$ cat src/rtl/pistorm_bus_pkg.sv
// Shared types and constants for the PiStorm bus engine: FSM states, response codes,
// transfer sizes, 6800-cycle E-count markers and byte-lane helpers.
package pistorm_bus_pkg;

  typedef enum logic [3:0] {
    ST_IDLE, ST_S1, ST_S2, ST_S3, ST_S4, ST_SW, ST_S5, ST_S6, ST_S7
  } bus_state_e;

  typedef enum logic [1:0] {
    ERR_OK      = 2'b00,
    ERR_BERR    = 2'b01,
    ERR_TIMEOUT = 2'b10
  } rsp_err_e;

  typedef enum logic {
    SIZE_BYTE = 1'b0,
    SIZE_WORD = 1'b1
  } cmd_size_e;

  localparam int VPA_E_CNT = 2;
  localparam int VMA_E_CNT = 8;

  typedef struct packed {
    logic [15:0] data;
    logic [1:0]  err;
  } rsp_t;

  // Byte reads come back zero-extended from the lane picked by A0.
  function automatic logic [15:0] lane_rd(input logic [15:0] d, input logic word, input logic a0);
    if (word) return d;
    return a0 ? {8'h00, d[7:0]} : {8'h00, d[15:8]};
  endfunction

  function automatic logic [15:0] lane_wr(input logic [15:0] d, input logic word);
    return word ? d : {d[7:0], d[7:0]};
  endfunction

endpackage

$ cat src/rtl/pistorm_sync_fifo.sv
// Single-clock show-ahead FIFO with full/empty/count; DEPTH must be a power of two >= 2.
module pistorm_sync_fifo #(
  parameter int WIDTH = 8,
  parameter int DEPTH = 4,
  localparam int AW   = $clog2(DEPTH)
) (
  input  logic             clk,
  input  logic             rst_n,
  input  logic             i_push,
  input  logic [WIDTH-1:0] i_din,
  input  logic             i_pop,
  output logic [WIDTH-1:0] o_dout,
  output logic             o_full,
  output logic             o_empty,
  output logic [AW:0]      o_count
);

  logic [WIDTH-1:0] r_mem [DEPTH];
  logic [AW-1:0]    r_wp, r_rp;
  logic [AW:0]      r_cnt;
  logic             w_push, w_pop;

  assign o_full  = (r_cnt == (AW+1)'(DEPTH));
  assign o_empty = (r_cnt == '0);
  assign o_count = r_cnt;
  assign o_dout  = r_mem[r_rp];
  assign w_pop   = i_pop & ~o_empty;
  assign w_push  = i_push & (~o_full | w_pop);

  always_ff @(posedge clk or negedge rst_n) begin
    if (!rst_n) begin
      r_wp  <= '0;
      r_rp  <= '0;
      r_cnt <= '0;
    end else begin
      if (w_push) r_wp <= r_wp + 1'b1;
      if (w_pop)  r_rp <= r_rp + 1'b1;
      case ({w_push, w_pop})
        2'b10:   r_cnt <= r_cnt + 1'b1;
        2'b01:   r_cnt <= r_cnt - 1'b1;
        default: r_cnt <= r_cnt;
      endcase
    end
  end

  always_ff @(posedge clk) begin
    if (w_push) r_mem[r_wp] <= i_din;
  end

endmodule

$ cat src/rtl/pistorm_bus_engine.sv
// Queued MC68000 / 6800-synchronous bus-cycle engine running entirely in PI_CLK.
// Define M68K_BUS_TIMEOUT_EN to enable the DTACK watchdog (RSP_ERR = 10 on expiry).
module pistorm_bus_engine
  import pistorm_bus_pkg::*;
#(
  parameter int ADDR_W      = 24,
  parameter int DEPTH       = 4,
  parameter int E_DIV       = 10,
  parameter int E_HIGH      = 4,
  parameter int TIMEOUT_CYC = 256
) (
  input  logic              PI_CLK,
  input  logic              SYS_RESET_n,
  input  logic              CMD_VALID,
  output logic              CMD_READY,
  input  logic [ADDR_W-1:0] CMD_ADDR,
  input  logic              CMD_RW,
  input  logic              CMD_SIZE,
  input  logic [2:0]        CMD_FC,
  input  logic [15:0]       CMD_DATA,
  output logic              RSP_VALID,
  input  logic              RSP_READY,
  output logic [15:0]       RSP_DATA,
  output logic [1:0]        RSP_ERR,
  input  logic              M68K_CLK,
  output logic [ADDR_W-2:0] M68K_A,
  output logic [15:0]       M68K_D_OUT,
  output logic              M68K_D_OE,
  input  logic [15:0]       M68K_D_IN,
  output logic [2:0]        M68K_FC,
  output logic              M68K_AS_n,
  output logic              M68K_UDS_n,
  output logic              M68K_LDS_n,
  output logic              M68K_RW,
  input  logic              M68K_DTACK_n,
  input  logic              M68K_BERR_n,
  input  logic              M68K_VPA_n,
  output logic              M68K_E,
  output logic              M68K_VMA_n,
  output logic              BUSY
);

`ifdef M68K_BUS_TIMEOUT_EN
  localparam bit TO_EN = 1'b1;
`else
  localparam bit TO_EN = 1'b0;
`endif

  localparam int CW   = ADDR_W + 21;
  localparam int CNTW = $clog2(DEPTH) + 1;
  localparam int ECW  = $clog2(E_DIV);
  localparam int WDW  = $clog2(TIMEOUT_CYC + 1);

  // M68K_CLK synchroniser and edge detect
  logic [2:0] r_msync;
  logic       w_rise, w_fall;
  assign w_rise = r_msync[1] & ~r_msync[2];
  assign w_fall = ~r_msync[1] & r_msync[2];

  logic [ECW-1:0] r_ecnt;
  logic           r_live;

  // command / response FIFOs
  logic [CW-1:0]   w_cmd_in, w_cmd;
  logic            w_cmd_push, w_cmd_pop, w_cmd_full, w_cmd_empty;
  logic [CNTW-1:0] w_cmd_cnt;
  rsp_t            w_rsp, w_rsp_head;
  logic            w_rsp_push, w_rsp_pop, w_rsp_full, w_rsp_empty;
  logic [CNTW-1:0] w_rsp_cnt;

  assign w_cmd_in   = {CMD_ADDR, CMD_RW, CMD_SIZE, CMD_FC, CMD_DATA};
  assign w_cmd_push = CMD_VALID & CMD_READY;
  assign w_rsp_pop  = RSP_VALID & RSP_READY;

  pistorm_sync_fifo #(.WIDTH(CW), .DEPTH(DEPTH)) u_cmd_fifo (
    .clk(PI_CLK), .rst_n(SYS_RESET_n),
    .i_push(w_cmd_push), .i_din(w_cmd_in), .i_pop(w_cmd_pop),
    .o_dout(w_cmd), .o_full(w_cmd_full), .o_empty(w_cmd_empty), .o_count(w_cmd_cnt)
  );

  pistorm_sync_fifo #(.WIDTH($bits(rsp_t)), .DEPTH(DEPTH)) u_rsp_fifo (
    .clk(PI_CLK), .rst_n(SYS_RESET_n),
    .i_push(w_rsp_push), .i_din(w_rsp), .i_pop(w_rsp_pop),
    .o_dout(w_rsp_head), .o_full(w_rsp_full), .o_empty(w_rsp_empty), .o_count(w_rsp_cnt)
  );

  logic [ADDR_W-1:0] w_cmd_addr;
  logic              w_cmd_rw, w_cmd_word;
  logic [2:0]        w_cmd_fc;
  logic [15:0]       w_cmd_data;
  assign {w_cmd_addr, w_cmd_rw, w_cmd_word, w_cmd_fc, w_cmd_data} = w_cmd;

  // bus-side registers and their next values
  bus_state_e        r_state, w_nxt_state;
  logic              r_as_n, r_uds_n, r_lds_n, r_vma_n, r_rw, r_d_oe;
  logic              w_nxt_as_n, w_nxt_uds_n, w_nxt_lds_n, w_nxt_vma_n, w_nxt_rw, w_nxt_d_oe;
  logic [2:0]        r_fc, w_nxt_fc;
  logic [ADDR_W-2:0] r_a, w_nxt_a;
  logic [15:0]       r_dout, w_nxt_dout;
  logic              r_cur_rw, r_cur_word, r_cur_a0;
  logic              w_nxt_cur_rw, w_nxt_cur_word, w_nxt_cur_a0;
  logic [WDW-1:0]    r_wd, w_nxt_wd;
  logic              w_finish, w_uds_sel, w_lds_sel, w_inflight;

  assign w_uds_sel  = r_cur_word | ~r_cur_a0;
  assign w_lds_sel  = r_cur_word | r_cur_a0;
  assign w_inflight = (r_state != ST_IDLE) && (r_state != ST_S7);

  // A response slot is reserved for every accepted command, so S6->S7 never blocks.
  logic [CNTW:0] w_used;
  assign w_used = (CNTW+1)'(w_cmd_cnt) + (CNTW+1)'(w_rsp_cnt) + (CNTW+1)'(w_inflight);

  assign CMD_READY = r_live & ~w_cmd_full & ~w_rsp_full & (w_used < (CNTW+1)'(DEPTH));
  assign RSP_VALID = ~w_rsp_empty;
  assign RSP_DATA  = w_rsp_head.data;
  assign RSP_ERR   = w_rsp_head.err;
  assign BUSY      = (w_cmd_cnt != '0) | (w_rsp_cnt != '0) | (r_state != ST_IDLE);

  assign M68K_A     = r_a;
  assign M68K_D_OUT = r_dout;
  assign M68K_D_OE  = r_d_oe;
  assign M68K_FC    = r_fc;
  assign M68K_AS_n  = r_as_n;
  assign M68K_UDS_n = r_uds_n;
  assign M68K_LDS_n = r_lds_n;
  assign M68K_RW    = r_rw;
  assign M68K_VMA_n = r_vma_n;
  assign M68K_E     = (r_ecnt >= ECW'(E_DIV - E_HIGH));

  always_ff @(posedge PI_CLK or negedge SYS_RESET_n) begin
    if (!SYS_RESET_n) begin
      r_msync <= '0;
      r_ecnt  <= '0;
      r_live  <= 1'b0;
    end else begin
      r_msync <= {r_msync[1:0], M68K_CLK};
      r_live  <= 1'b1;
      if (w_fall) r_ecnt <= (r_ecnt == ECW'(E_DIV - 1)) ? '0 : r_ecnt + 1'b1;
    end
  end

  always_ff @(posedge PI_CLK or negedge SYS_RESET_n) begin
    if (!SYS_RESET_n) begin
      r_state    <= ST_IDLE;
      r_as_n     <= 1'b1;
      r_uds_n    <= 1'b1;
      r_lds_n    <= 1'b1;
      r_vma_n    <= 1'b1;
      r_rw       <= 1'b1;
      r_d_oe     <= 1'b0;
      r_fc       <= '0;
      r_a        <= '0;
      r_dout     <= '0;
      r_cur_rw   <= 1'b1;
      r_cur_word <= 1'b0;
      r_cur_a0   <= 1'b0;
      r_wd       <= '0;
    end else begin
      r_state    <= w_nxt_state;
      r_as_n     <= w_nxt_as_n;
      r_uds_n    <= w_nxt_uds_n;
      r_lds_n    <= w_nxt_lds_n;
      r_vma_n    <= w_nxt_vma_n;
      r_rw       <= w_nxt_rw;
      r_d_oe     <= w_nxt_d_oe;
      r_fc       <= w_nxt_fc;
      r_a        <= w_nxt_a;
      r_dout     <= w_nxt_dout;
      r_cur_rw   <= w_nxt_cur_rw;
      r_cur_word <= w_nxt_cur_word;
      r_cur_a0   <= w_nxt_cur_a0;
      r_wd       <= w_nxt_wd;
    end
  end

  always_comb begin
    w_nxt_state    = r_state;
    w_nxt_as_n     = r_as_n;
    w_nxt_uds_n    = r_uds_n;
    w_nxt_lds_n    = r_lds_n;
    w_nxt_vma_n    = r_vma_n;
    w_nxt_rw       = r_rw;
    w_nxt_d_oe     = r_d_oe;
    w_nxt_fc       = r_fc;
    w_nxt_a        = r_a;
    w_nxt_dout     = r_dout;
    w_nxt_cur_rw   = r_cur_rw;
    w_nxt_cur_word = r_cur_word;
    w_nxt_cur_a0   = r_cur_a0;
    w_nxt_wd       = (r_state == ST_SW) ? r_wd : '0;
    w_cmd_pop      = 1'b0;
    w_rsp_push     = 1'b0;
    w_finish       = 1'b0;
    w_rsp.data     = 16'h0000;
    w_rsp.err      = ERR_OK;

    case (r_state)
      ST_IDLE: if (w_fall && !w_cmd_empty) begin
        w_cmd_pop      = 1'b1;
        w_nxt_state    = ST_S1;
        w_nxt_a        = w_cmd_addr[ADDR_W-1:1];
        w_nxt_fc       = w_cmd_fc;
        w_nxt_rw       = w_cmd_rw;
        w_nxt_dout     = lane_wr(w_cmd_data, w_cmd_word);
        w_nxt_cur_rw   = w_cmd_rw;
        w_nxt_cur_word = w_cmd_word;
        w_nxt_cur_a0   = w_cmd_addr[0];
      end
      ST_S1: if (w_rise) begin
        w_nxt_state = ST_S2;
        w_nxt_as_n  = 1'b0;
        if (r_cur_rw) begin
          w_nxt_uds_n = ~w_uds_sel;
          w_nxt_lds_n = ~w_lds_sel;
        end
      end
      ST_S2: if (w_fall) begin
        w_nxt_state = ST_S3;
        if (!r_cur_rw) w_nxt_d_oe = 1'b1;
      end
      ST_S3: if (w_rise) begin
        w_nxt_state = ST_S4;
        if (!r_cur_rw) begin
          w_nxt_uds_n = ~w_uds_sel;
          w_nxt_lds_n = ~w_lds_sel;
        end
      end
      // BERR outranks DTACK; the 6800 path terminates on VMA plus the E count.
      ST_S4, ST_SW: if (w_fall) begin
        if (!M68K_BERR_n) begin
          w_finish  = 1'b1;
          w_rsp.err = ERR_BERR;
        end else if (!M68K_DTACK_n || (!r_vma_n && r_ecnt == ECW'(VMA_E_CNT))) begin
          w_nxt_state = ST_S5;
        end else if (TO_EN && r_state == ST_SW && r_wd == WDW'(TIMEOUT_CYC - 1)) begin
          w_finish  = 1'b1;
          w_rsp.err = ERR_TIMEOUT;
        end else begin
          w_nxt_state = ST_SW;
          if (r_state == ST_SW) begin
            if (!M68K_VPA_n && r_ecnt == ECW'(VPA_E_CNT)) w_nxt_vma_n = 1'b0;
            if (TO_EN) w_nxt_wd = r_wd + 1'b1;
          end
        end
      end
      ST_S5: if (w_rise) w_nxt_state = ST_S6;
      ST_S6: if (w_fall) begin
        w_finish = 1'b1;
        if (r_cur_rw) w_rsp.data = lane_rd(M68K_D_IN, r_cur_word, r_cur_a0);
      end
      ST_S7: if (w_rise) begin
        w_nxt_state = ST_IDLE;
        w_nxt_rw    = 1'b1;
        w_nxt_d_oe  = 1'b0;
      end
      default: w_nxt_state = ST_IDLE;
    endcase

    if (w_finish) begin
      w_nxt_state = ST_S7;
      w_nxt_as_n  = 1'b1;
      w_nxt_uds_n = 1'b1;
      w_nxt_lds_n = 1'b1;
      w_nxt_vma_n = 1'b1;
      w_nxt_wd    = '0;
      w_rsp_push  = 1'b1;
    end
  end

endmodule

$ cat config.mk
export PLATFORM = sky130hd
export DESIGN_NAME = pistorm_bus_engine
export DESIGN_NICKNAME = d
export VERILOG_FILES = /design/src/rtl/pistorm_bus_pkg.sv /design/src/rtl/pistorm_sync_fifo.sv /design/src/rtl/pistorm_bus_engine.sv
export SDC_FILE = /design/constraint.sdc
export NUM_CORES = 1
export LEC_CHECK = 0
export CORE_MARGIN = 2
export CORE_UTILIZATION = 28
export DETAILED_ROUTE_END_ITERATION = 10
export GPL_ROUTABILITY_DRIVEN = 0
export PLACE_DENSITY = 0.47
export SKIP_LAST_GASP = 1
export SLEW_MARGIN = 20
export SYNTH_ARGS = -nofsm -noshare
export SYNTH_HDL_FRONTEND = slang
export SYNTH_SLANG_ARGS = --single-unit
$ cat constraint.sdc
create_clock -name PI_CLK -period 4.8 [get_ports PI_CLK]
set_clock_uncertainty 0.15 [all_clocks]
set_input_delay 0.72 -clock PI_CLK [delete_from_list [all_inputs] [get_ports PI_CLK]]
set_output_delay 0.72 -clock PI_CLK [all_outputs]
set_load 0.005 [all_outputs]
==> results.py <==
metrics = {
    "synth": {
        "syn_avg_cell_area_um2": 19.1,
        "syn_inst": 669,
        "synth-edff-count": 248,
        "ys_ff_latch": 325,
        "syn_area_um2": 12700,
        "synth_nets": 752,
        "yosysSeqAreaShare_pct": 73.6,
        "synthArstFlopShare_pct": 23.7,
        "synthDistinctLibCells": 54,
        "yosysWarnings": 0,
        "synth_flop_cell": "edfxtp_1",
    },
    "detailed_routing": {
        "ant_nets": 0,
        "routed_wl_um": 28400,
        "dr.pass1.iters": 4,
        "via_per_inst": 4.47,
        "routedWlPerCell_um": 19.5,
        "vias": 6516,
        "initialDrtViolationCount": 336,
        "route.detailed.drc": 0,
    },
    "setup_path": {
        "crit_required_ns": 3.93,
        "cp_slowest_cell": "clkdlybuf4s50_1",
        "critPathMaxStageDelay_ns": 0.61,
        "crit_arrival_ns": 2.82,
        "critPathLaunchType": "flop",
        "cp-end-kind": "primary output",
        "path_buf_inv": 1,
        "critPathKind": "flop to primary output",
        "cp_cell_sequence": "ha_1 > or4b_4 > a2111oi_4 > clkdlybuf4s50_1",
        "rrSetupSlack_ns": 1.57,
        "crit_fanout": 6,
        "crit_family": "buffers and inverters",
    },
    "clock_tree": {
        "cts.sinks": 325,
        "cts_tree": "built",
        "cts_buffers": 38,
        "post_cts_buffers": 0,
        "cts_resized": 0,
        "root_buffer": "clkbuf_16",
        "h-tree-depth": 2,
        "path_clk_slew_ns": 0.06,
        "insertion_delay_ns": 0.55,
        "postCtsHoldBufs": 0,
        "clockBufferDepth": 3,
    },
    "pwr": {
        "p_seq_share_pct": 43.0,
        "power.density_nw_per_um2": 565,
        "power_uw": 9040,
        "internal_power_uw": 6480,
        "p_sw_share_pct": 28.3,
        "power.leakage_uw": 0.00557,
        "combPwrFrac_pct": 26.6,
        "p_clk_share_pct": 30.3,
        "switchingPower_uw": 2560,
        "peakVddDrop_v": 0.000243,
    },
    "cells_and_area": {
        "final_nets": 910,
        "areaGrowthSynthToFinish_pct": 25.6,
        "fillers": 4304,
        "drive_above_1_share_pct": 21.4,
    },
    "placement": {
        "io_buffers": 137,
        "dp_hpwl_um": 17700,
    },
    "hold_path": {
        "hp-class": "input port to async pin",
    },
    "grt": {
        "grt_pass1_vias": 6973,
        "grtUsageMet3_pct": 3.42,
        "antenna_found_initial": 4,
        "grtUsageMet2_pct": 19.4,
        "grt_max_degree": 53,
        "grt.total_usage_pct": 12.3,
        "gr-usage-met1_pct": 16.3,
        "grt_pass1_wl_um": 43600,
        "grt_overflow_total": 0,
        "top_usage_layer": "met2",
    },
    "flow_run": {
        "drv_cap": 0,
    },
    "die": {
        "core_area_um2": 45200,
        "die_x_um": 217,
        "dieArea_um2": 47300,
        "ioPinCount": 139,
        "die_y_um": 217,
        "num_rows": 78,
        "start_util_pct": 28.2,
    },
    "sta": {
        "slew_headroom_pct": 36.8,
        "fmax_mhz": 271,
        "hold_viol_final": 0,
        "rsz0062_at_grt": "false",
        "setup_tns_ns": 0,
        "period_share_pct": 76.9,
        "setup_viol": 0,
        "worst_slew_pin_slew_ns": 0.948,
        "fin_crit_ns": 3.69,
        "whs_ns": 0.0869,
        "slew_violations": 0,
    },
    "outcome": {
        "status": "finished clean",
    },
}
## state kept, by name, summed over array words and instances, names as in the netlist, 3 cells and up
register	cells
M68K_A	23
M68K_D_OUT	16
M68K_FC	3
r_ecnt	4
r_msync	3
r_state	4
u_cmd_fifo.o_count	3
u_cmd_fifo.r_mem	180
u_rsp_fifo.o_count	3
u_rsp_fifo.r_mem	68
## cell usage after synthesis (5+ instances only)
library cell | n | area [µm²]
inv_1 | 13 | 48.8
o21ai_0 | 20 | 100
nor2_1 | 12 | 45.0
and2_1 | 7 | 43.8
mux4_2 | 62 | 1400
nor3_1 | 5 | 25.0
and3_1 | 10 | 62.6
a21o_1 | 5 | 37.5
xnor2_1 | 10 | 87.6
a21oi_1 | 12 | 60.1
dfrtp_1 | 71 | 1780
nand3_1 | 7 | 35.0
dfstp_2 | 6 | 158
buf_2 | 11 | 55.1
mux2i_1 | 11 | 110
clkbuf_1 | 13 | 48.8
mux2_2 | 36 | 405
ha_1 | 12 | 150
nand2_1 | 43 | 161
edfxtp_1 | 248 | 7450
## final cells by class
type	instances	area, µm²	area share [%]
Sequential cell	325	9390	58.6
Multi-Input combinational cell	301	3170	19.8
Timing Repair Buffer	148	1470	9.19
Clock buffer	44	995	6.21
Tap cell	600	751	4.69
Clock inverter	26	189	1.18
Inverter	13	48.8	0.305
Antenna cell	1	2.50	0.0156
## cells by family (layout without fill, tap and decap cells)
kind of cell / after synthesis / count (layout) / synth area share, %
buffers and inverters: 43 / 231 / 1.58
adder cells (fa/ha/maj): 14 / 14 / 1.49
XOR/XNOR: 14 / 14 / 0.962
other: 2 / 3 / 0.0589
AND/OR/NAND/NOR: 109 / 109 / 4.40
multiplexers: 110 / 110 / 15.1
AO/OA/AOI/OAI: 52 / 52 / 2.82
flip-flops: 325 / 325 / 73.6
## power groups by stage
| stage | combinational, µW | sequential [µW] | clock (µW) |
|---|---|---|---|
| after floorplan | 1560 | 3710 | 0 |
| after global placement | 2350 | 4050 | 0 |
| after detailed placement | 2350 | 4050 | 0 |
| after CTS | 2360 | 4000 | 2830 |
| after global routing | 2660 | 3960 | 2950 |
| final | 2410 | 3890 | 2740 |
## placed cells by master, fill, tap and decap left out, types with 20 or more instances in the layout
master and instances:
dfrtp_1 69, nand2_1 43, edfxtp_1 248, clkdlybuf4s50_1 136
mux4_2 62, clkbuf_16 39, mux2_2 36, o21ai_0 20
## metrics by stage
step	instances	utilization (%)	cell area (µm²)	setup slack, ns
global placement	1386	32.7	14800	1.50
global route	1457	35.4	16000	0.941
CTS	1456	35.4	16000	1.03
floorplan	669	-	12700	1.91
finish	1458	35.4	16000	1.11
detailed placement	1386	32.7	14800	1.44
## routing by layer
layer / vias up / part of all wire (%)
li1: 2947 / -
met1: 3333 / 45
met2: 174 / 46
met3: 56 / 6.0
met4: 6 / 2.4
met5: - / 0.14
## worst paths after layout
kind / startpoint / to / depth (start not counted)
worst max-delay path: u_rsp_fifo.o_count[2] / CMD_READY / 4
worst min-delay path: SYS_RESET_n / M68K_A[20] / 1
min in group PI_CLK: r_msync[0] / r_msync[1] / 0
worst min register to register: r_msync[0] / r_msync[1] / 0
max in group asynchronous: SYS_RESET_n / M68K_LDS_n / 2
worst max register to register: r_state[2] / u_cmd_fifo.o_count[2] / 9
No activity file was read; power rests on OpenSTA's default activity.
